## config.mk

```make
export PLATFORM = sky130hd
export DESIGN_NAME = cpu_run_controller
export DESIGN_NICKNAME = d
export VERILOG_FILES = /design/src/rtl/cpu_run_pkg.sv /design/src/rtl/run_sat_counter.sv /design/src/rtl/cpu_run_controller.sv
export SDC_FILE = /design/constraint.sdc
export NUM_CORES = 1
export LEC_CHECK = 0
export CORE_UTILIZATION = 58
export CTS_BUF_LIST = sky130_fd_sc_hd__clkbuf_4
export CTS_CLUSTER_DIAMETER = 40
export DETAILED_ROUTE_END_ITERATION = 6
export PLACE_DENSITY = 0.94
export SKIP_LAST_GASP = 1
export SLEW_MARGIN = 20
export SYNTH_ARGS = -nofsm -noshare
export SYNTH_HDL_FRONTEND = slang
export SYNTH_SLANG_ARGS = --single-unit
```

## constraint.sdc

```tcl
create_clock -name cpu_clk -period 7.9 [get_ports cpu_clk]
set_input_delay 0.79 -clock cpu_clk [delete_from_list [all_inputs] [get_ports cpu_clk]]
set_output_delay 0.79 -clock cpu_clk [all_outputs]
set_load 0.02 [all_outputs]
```

## src/rtl/cpu_run_pkg.sv

```systemverilog
// Shared types, constants and helpers for the CPU run controller.
package cpu_run_pkg;

   typedef enum logic [1:0] {
      StHold    = 2'd0,
      StRelease = 2'd1,
      StRun     = 2'd2,
      StDone    = 2'd3
   } run_state_e;

   // tohost bit that marks an exit request rather than console traffic.
   localparam int unsigned TOHOST_EXIT_BIT = 0;

   // Upper bound on harts; narrower hart vectors are zero-extended to this width.
   localparam int unsigned MAX_HARTS  = 8;
   localparam int unsigned HART_CNT_W = 4;

   // Number of set bits in a hart vector.
   function automatic logic [HART_CNT_W-1:0] popcount(input logic [MAX_HARTS-1:0] vec);
      logic [HART_CNT_W-1:0] cnt;
      cnt = '0;
      for (int i = 0; i < int'(MAX_HARTS); i++) begin
         cnt = cnt + HART_CNT_W'(vec[i]);
      end
      return cnt;
   endfunction

endpackage

```

## src/rtl/run_sat_counter.sv

```systemverilog
// Saturating up-counter with synchronous clear and a variable increment.
module run_sat_counter #(
   parameter int unsigned Width = 32,
   parameter int unsigned IncW  = 1
) (
   input  logic             clk_i,
   input  logic             rst_i,
   input  logic             clr_i,
   input  logic             en_i,
   input  logic [IncW-1:0]  inc_i,
   output logic [Width-1:0] count_o
);

   localparam int unsigned SumW = ((Width > IncW) ? Width : IncW) + 1;
   localparam logic [SumW-1:0] MaxVal = SumW'({Width{1'b1}});

   logic [Width-1:0] count_q, count_d;
   logic [SumW-1:0]  sum;

   // Next count: clear wins, otherwise add and stick at all-ones on overflow.
   always_comb begin
      sum = SumW'(count_q) + SumW'(inc_i);
      if (clr_i) begin
         count_d = '0;
      end else if (!en_i) begin
         count_d = count_q;
      end else if (sum > MaxVal) begin
         count_d = '1;
      end else begin
         count_d = sum[Width-1:0];
      end
   end

   // Count register.
   always_ff @(posedge clk_i or posedge rst_i) begin
      if (rst_i) begin
         count_q <= '0;
      end else begin
         count_q <= count_d;
      end
   end

   assign count_o = count_q;

endmodule

```

## src/rtl/cpu_run_controller.sv

```systemverilog
// Run controller: per-hart reset sequencing, cycle/instret accounting and
// tohost exit detection backed by hang and absolute-cycle watchdogs.
module cpu_run_controller
   import cpu_run_pkg::*;
#(
   parameter int unsigned NUM_HARTS       = 1,
   parameter int unsigned XLEN            = 32,
   parameter int unsigned CNT_W           = 32,
   parameter int unsigned RST_HOLD_CYCLES = 4,
   parameter int unsigned STAGGER_CYCLES  = 0,
   parameter int unsigned HANG_CYCLES     = 1000,
   parameter int unsigned MAX_CYCLES      = 100000
) (
   input  logic                 cpu_clk,
   input  logic                 reset,
   input  logic                 restart,
   input  logic [NUM_HARTS-1:0] retire_valid,
   input  logic                 tohost_we,
   input  logic [XLEN-1:0]      tohost_data,
   output logic [NUM_HARTS-1:0] core_reset,
   output logic                 run_active,
   output logic                 done,
   output logic                 pass,
   output logic                 fail,
   output logic                 timeout,
   output logic [XLEN-1:0]      exit_code,
   output logic [CNT_W-1:0]     cycle_count,
   output logic [CNT_W-1:0]     instret_count
);

   localparam int unsigned HoldW    = $clog2(RST_HOLD_CYCLES + 2);
   localparam int unsigned StgW     = $clog2(STAGGER_CYCLES + 2);
   localparam int unsigned HangW    = $clog2(HANG_CYCLES + 2);
   localparam int unsigned HoldLast = (RST_HOLD_CYCLES > 0) ? RST_HOLD_CYCLES - 1 : 0;
   localparam int unsigned StgLast  = (STAGGER_CYCLES > 0) ? STAGGER_CYCLES - 1 : 0;
   localparam int unsigned HangLast = (HANG_CYCLES > 0) ? HANG_CYCLES - 1 : 0;
   localparam bit          Staggered = (STAGGER_CYCLES != 0) && (NUM_HARTS > 1);

   run_state_e            state_q;
   logic [HoldW-1:0]      hold_cnt_q;
   logic [StgW-1:0]       stg_cnt_q;
   logic [HangW-1:0]      hang_cnt;
   logic [NUM_HARTS-1:0]  counted_retire;
   logic [NUM_HARTS-1:0]  core_reset_shift;
   logic [HART_CNT_W-1:0] retire_cnt;
   logic [XLEN-1:0]       exit_val;
   logic                  counting, in_run, retired_any, hang_clr;
   logic                  tohost_exit, hang_hit, max_hit;

   // Decode run conditions, counted retirements and exit/watchdog triggers.
   always_comb begin
      counting       = (state_q == StRelease) || (state_q == StRun);
      in_run         = (state_q == StRun);
      counted_retire = retire_valid & ~core_reset;
      retire_cnt     = popcount(MAX_HARTS'(counted_retire));
      retired_any    = |counted_retire;
      hang_clr       = restart || !in_run || retired_any;
      // Held harts are always the contiguous high bits, so a left shift frees the next one.
      core_reset_shift = core_reset << 1;
      exit_val       = tohost_data >> 1;
      tohost_exit    = counting && tohost_we && tohost_data[TOHOST_EXIT_BIT];
      hang_hit       = in_run && !retired_any && (hang_cnt == HangW'(HangLast));
      max_hit        = counting && ((64'(cycle_count) + 64'd1) >= 64'(MAX_CYCLES));
   end

   run_sat_counter #(
      .Width(CNT_W),
      .IncW (1)
   ) u_cycle_cnt (
      .clk_i  (cpu_clk),
      .rst_i  (reset),
      .clr_i  (restart),
      .en_i   (counting),
      .inc_i  (1'b1),
      .count_o(cycle_count)
   );

   run_sat_counter #(
      .Width(CNT_W),
      .IncW (HART_CNT_W)
   ) u_instret_cnt (
      .clk_i  (cpu_clk),
      .rst_i  (reset),
      .clr_i  (restart),
      .en_i   (counting),
      .inc_i  (retire_cnt),
      .count_o(instret_count)
   );

   run_sat_counter #(
      .Width(HangW),
      .IncW (1)
   ) u_hang_cnt (
      .clk_i  (cpu_clk),
      .rst_i  (reset),
      .clr_i  (hang_clr),
      .en_i   (in_run),
      .inc_i  (1'b1),
      .count_o(hang_cnt)
   );

   // Sequencer state and registered status outputs.
   always_ff @(posedge cpu_clk or posedge reset) begin
      if (reset) begin
         state_q    <= StHold;
         hold_cnt_q <= '0;
         stg_cnt_q  <= '0;
         core_reset <= '1;
         run_active <= 1'b0;
         done       <= 1'b0;
         pass       <= 1'b0;
         fail       <= 1'b0;
         timeout    <= 1'b0;
         exit_code  <= '0;
      end else if (restart) begin
         state_q    <= StHold;
         hold_cnt_q <= '0;
         stg_cnt_q  <= '0;
         core_reset <= '1;
         run_active <= 1'b0;
         done       <= 1'b0;
         pass       <= 1'b0;
         fail       <= 1'b0;
         timeout    <= 1'b0;
         exit_code  <= '0;
      end else begin
         unique case (state_q)
            StHold: begin
               if (hold_cnt_q == HoldW'(HoldLast)) begin
                  hold_cnt_q <= '0;
                  run_active <= 1'b1;
                  if (Staggered) begin
                     core_reset <= core_reset_shift;
                     state_q    <= StRelease;
                  end else begin
                     core_reset <= '0;
                     state_q    <= StRun;
                  end
               end else begin
                  hold_cnt_q <= hold_cnt_q + HoldW'(1);
               end
            end
            StRelease, StRun: begin
               if (tohost_exit) begin
                  state_q    <= StDone;
                  core_reset <= '1;
                  run_active <= 1'b0;
                  done       <= 1'b1;
                  exit_code  <= exit_val;
                  pass       <= (exit_val == '0);
                  fail       <= (exit_val != '0);
               end else if (hang_hit || max_hit) begin
                  state_q    <= StDone;
                  core_reset <= '1;
                  run_active <= 1'b0;
                  done       <= 1'b1;
                  timeout    <= 1'b1;
               end else if (state_q == StRelease) begin
                  if (stg_cnt_q == StgW'(StgLast)) begin
                     stg_cnt_q  <= '0;
                     core_reset <= core_reset_shift;
                     if (core_reset_shift == '0) begin
                        state_q <= StRun;
                     end
                  end else begin
                     stg_cnt_q <= stg_cnt_q + StgW'(1);
                  end
               end
            end
            StDone: begin
               // Frozen until restart or reset.
            end
            default: state_q <= StHold;
         endcase
      end
   end

endmodule

```

==> flow_summary.json <==
{
  "postCtsSetupRepairBufs": 0,
  "grt.met1_usage": 0.4455,
  "power_leakage_uw": 0.003374,
  "utilization": 0.7452,
  "clock_skew_ns": 0.01851,
  "synth-xor-area-share": 0.01790,
  "synth_top_family_by_area": "simple AND/OR/NAND/NOR gates",
  "placed_cell_area_um2": 8202,
  "synth_fa_ha_area_frac": 0.01826,
  "htreeDepth": 4,
  "drt-vias-per-instance": 6.875,
  "clk_pin_slew_ns": 0.11,
  "via_count": 7068,
  "fp.coreArea_um2": 11470,
  "worstPathRequired_ns": 8.36,
  "p_clk_frac": 0.291,
  "clock_latency_ns": 0.57,
  "hold_viol": 0,
  "wl_um": 21020,
  "row_count": 39,
  "cts-hold-fix-buffers": 0,
  "yosysUniqueCellTypes": 72,
  "grt_usage": 0.3473,
  "syn_nets": 814,
  "synth_edf_count": 0,
  "p_total_uw": 1775,
  "die-area_um2": 12250,
  "fin_area_um2": 8546,
  "power_frac_seq": 0.398,
  "synth_compound_area_frac": 0.2261,
  "reg2reg_depth": 10,
  "period_share": 0.5374,
  "setup_viol": 0,
  "area.growth.synth_to_final_pct": 24.75,
  "timing.rr.start": "u_cycle_cnt.count_o[0]$_DFFE_PP0N_",
  "cts_tree": "yes",
  "regToRegEndpoint": "run_active$_DFFE_PP0P_",
  "maxCapViolations": 0,
  "use_met2": 0.5644,
  "p_comb_frac": 0.311,
  "syn_avg_cell_area_um2": 8.931,
  "setup_ws_ns": 3.655,
  "grt_use_met3": 0.07272,
  "cts_resized": 0,
  "drive_above_1_share": 0.07919,
  "root_buffer": "clkbuf_4",
  "io_pins": 139,
  "synth_seq_area_share": 0.4239,
  "grt_max_degree": 73,
  "start_util": 0.5974,
  "p_switching_uw": 671.3,
  "path_class": "flop to flop",
  "grt_overflow": 0,
  "yosys.area_share.simple": 0.2521,
  "grt_pass1_vias": 6763,
  "yosysWarnings": 0,
  "setup_tns_ns": 0,
  "crit_start": "u_cycle_cnt.count_o[0]$_DFFE_PP0N_",
  "p_per_area_nw_per_um2": 207.7,
  "rsz0062_at_grt": "false",
  "max_freq_mhz": 235.6,
  "critPathLaunchType": "flop",
  "wl_per_cell_um": 20.45,
  "fillers": 764,
  "top_usage_layer": "met2",
  "die_h_um": 110.7,
  "cts_buffers": 17,
  "swShare": 0.3782,
  "grt_first_pass_wirelength_um": 34240,
  "drc": 0,
  "worst_pin_slew_ns": 1.051,
  "dr.pass1.iters": 6,
  "place.gp.congestion": 0.9398,
  "relSlewSlack": 0.2939,
  "synth.area.mux_share": 0.01333,
  "dp_slack_ns": 3.754,
  "die_w_um": 110.7,
  "endpoint": "run_active$_DFFE_PP0P_",
  "synth_cells": 767,
  "drv_slew": 0,
  "path_max_fanout": 15,
  "ys_seq_elements": 116,
  "clockBufferDepth": 2,
  "nNetsFinal": 918,
  "synth_ff_type": "dfrtp_1",
  "async_reset_ff_frac": 1.000,
  "status": "completed",
  "ir_drop_uv": 157.3,
  "detailed_place_hpwl_um": 14140,
  "antenna_found_initial": 1,
  "critPathCaptureType": "flop",
  "ant_nets": 0,
  "post-route-min-period_ns": 4.245,
  "p_int_uw": 1104,
  "port_buffers": 137,
  "syn-cell-area_um2": 6850,
  "drt_iter0_drc": 856,
  "critPathArrivalTime_ns": 4.71,
  "hp-class": "flop to flop",
  "cts_sinks": 116,
  "r2r_slack_ns": 3.65
}
==> worst min-delay path by stage <==
| stage | endpoint | from | slack [ns] | cells after the start |
|---|---|---|---|---|
| 6_report | fail$_DFFE_PP0P_ | fail$_DFFE_PP0P_ | 0.51 | 2 |
| 5_1_grt | exit_code[6]$_DFFE_PP0P_ | exit_code[6]$_DFFE_PP0P_ | 0.55 | 1 |
| 4_1_cts | core_reset$_DFFE_PP1P_ | core_reset$_DFFE_PP1P_ | 0.52 | 1 |
| 3_5_place_dp | timeout$_DFFE_PP0P_ | timeout$_DFFE_PP0P_ | 0.49 | 2 |
| 3_3_place_gp | fail$_DFFE_PP0P_ | fail$_DFFE_PP0P_ | 0.46 | 2 |
| 2_1_floorplan | hold_cnt_q[1]$_DFFE_PP0P_ | hold_cnt_q[1]$_DFFE_PP0P_ | 0.49 | 2 |
==> final cells by class <==
type,instances,area [µm²],share of cell area
diodes,1,2.502,0.0002928
clock buffers,18,135.1,0.01581
clock inverters,14,201.4,0.02357
repair buffers,142,1404,0.1643
well taps,143,178.9,0.02094
flip-flops and latches,116,2904,0.3398
inverters,22,85.08,0.009956
multi-input cells,572,3635,0.4253
==> through the flow <==
step,instances,hold slack (ns)
6_report,1028,0.5117
2_1_floorplan,767,0.4903
5_1_grt,1028,0.5453
3_5_place_dp,995,0.4897
3_3_place_gp,995,0.4641
4_1_cts,1027,0.5164
==> power by group through the flow <==
stage          clock (µW)  sequential, µW  combinational [µW]
3_3_place_gp            0             709                 525
5_1_grt               545             713                 599
3_5_place_dp            0             716                 545
2_1_floorplan           0             751                 310
4_1_cts               521             704                 546
6_report              517             706                 553
==> critical path, stage by stage (launching register included) <==
cell and delay [ns]:
dfrtp_1 0.55, ha_1 0.31, nand3_1 0.46, nor4_2 0.70, nand2_1 0.35, nor3b_1 0.31
o211ai_1 0.13, a2111oi_0 0.38, nand4_1 0.27, o21ai_0 0.32, mux2_2 0.37
==> cells by family (layout without fill, tap and decap cells) <==
kind of cell | after synthesis | count (layout)
flops | 116 | 116
simple gates | 324 | 324
mux | 9 | 9
other cells | 1 | 2
compound gates | 214 | 214
xor+xnor | 14 | 14
fa+ha+maj | 10 | 10
buf+inv | 79 | 196
==> cell usage after synthesis, types with 5 or more instances <==
master    count  share of area
nor4_1       16          0.015
mux2i_1       8          0.012
nand2b_1      9         0.0082
a311oi_1      7         0.0089
o31ai_1       5         0.0055
nand3_1      39          0.028
a21oi_1      38          0.028
buf_2         6         0.0044
o221a_2       7          0.012
nand2_1      47          0.026
nor3b_1       5         0.0055
and4_1        9          0.012
dfrtp_1     115           0.42
a31oi_1      21          0.019
nor2_1       84          0.046
o211ai_1      6         0.0066
o21ai_0      32          0.023
nor4_2        6          0.011
and3_1       28          0.026
inv_1        22          0.012
a22o_1       33          0.042
xor2_1        5         0.0064
nand4_1      23          0.021
xnor2_1       9          0.012
a211oi_1     19          0.021
clkbuf_1     44          0.024
ha_1         10          0.018
a41oi_1       7         0.0089
nor3_1       29          0.021
and2_1        8         0.0073
o22ai_1       6         0.0055
==> layout by cell type, fill, tap and decap left out, types with 18 or more instances in the layout <==
| master | instances |
|---|---|
| nand4_1 | 23 |
| clkbuf_4 | 18 |
| a31oi_1 | 20 |
| and3_1 | 28 |
| a21oi_1 | 38 |
| nor3_1 | 29 |
| inv_1 | 21 |
| dfrtp_1 | 115 |
| a211oi_1 | 19 |
| nand2_1 | 47 |
| a22o_1 | 33 |
| o21ai_0 | 32 |
| nand3_1 | 39 |
| clkdlybuf4s50_1 | 136 |
| nor2_1 | 83 |
==> routing by layer <==
| metal | part of all wire | up-vias | wire length, µm |
|---|---|---|---|
| li1 | - | 3119 | - |
| met1 | 0.39 | 3408 | 8292 |
| met2 | 0.49 | 467 | 10230 |
| met3 | 0.086 | 74 | 1808 |
| met4 | 0.033 | 0 | 685 |
| met5 | 0 | - | 0 |
==> state kept, by name, indices dropped and copies added (netlist names) <==
name	flops
core_reset	1
done	1
exit_code	31
fail	1
hold_cnt_q	3
pass	1
run_active	1
state_q	2
timeout	1
u_cycle_cnt.count_o	32
u_hang_cnt.count_o	10
u_instret_cnt.count_o	32
No activity file was read; power rests on OpenSTA's default activity.
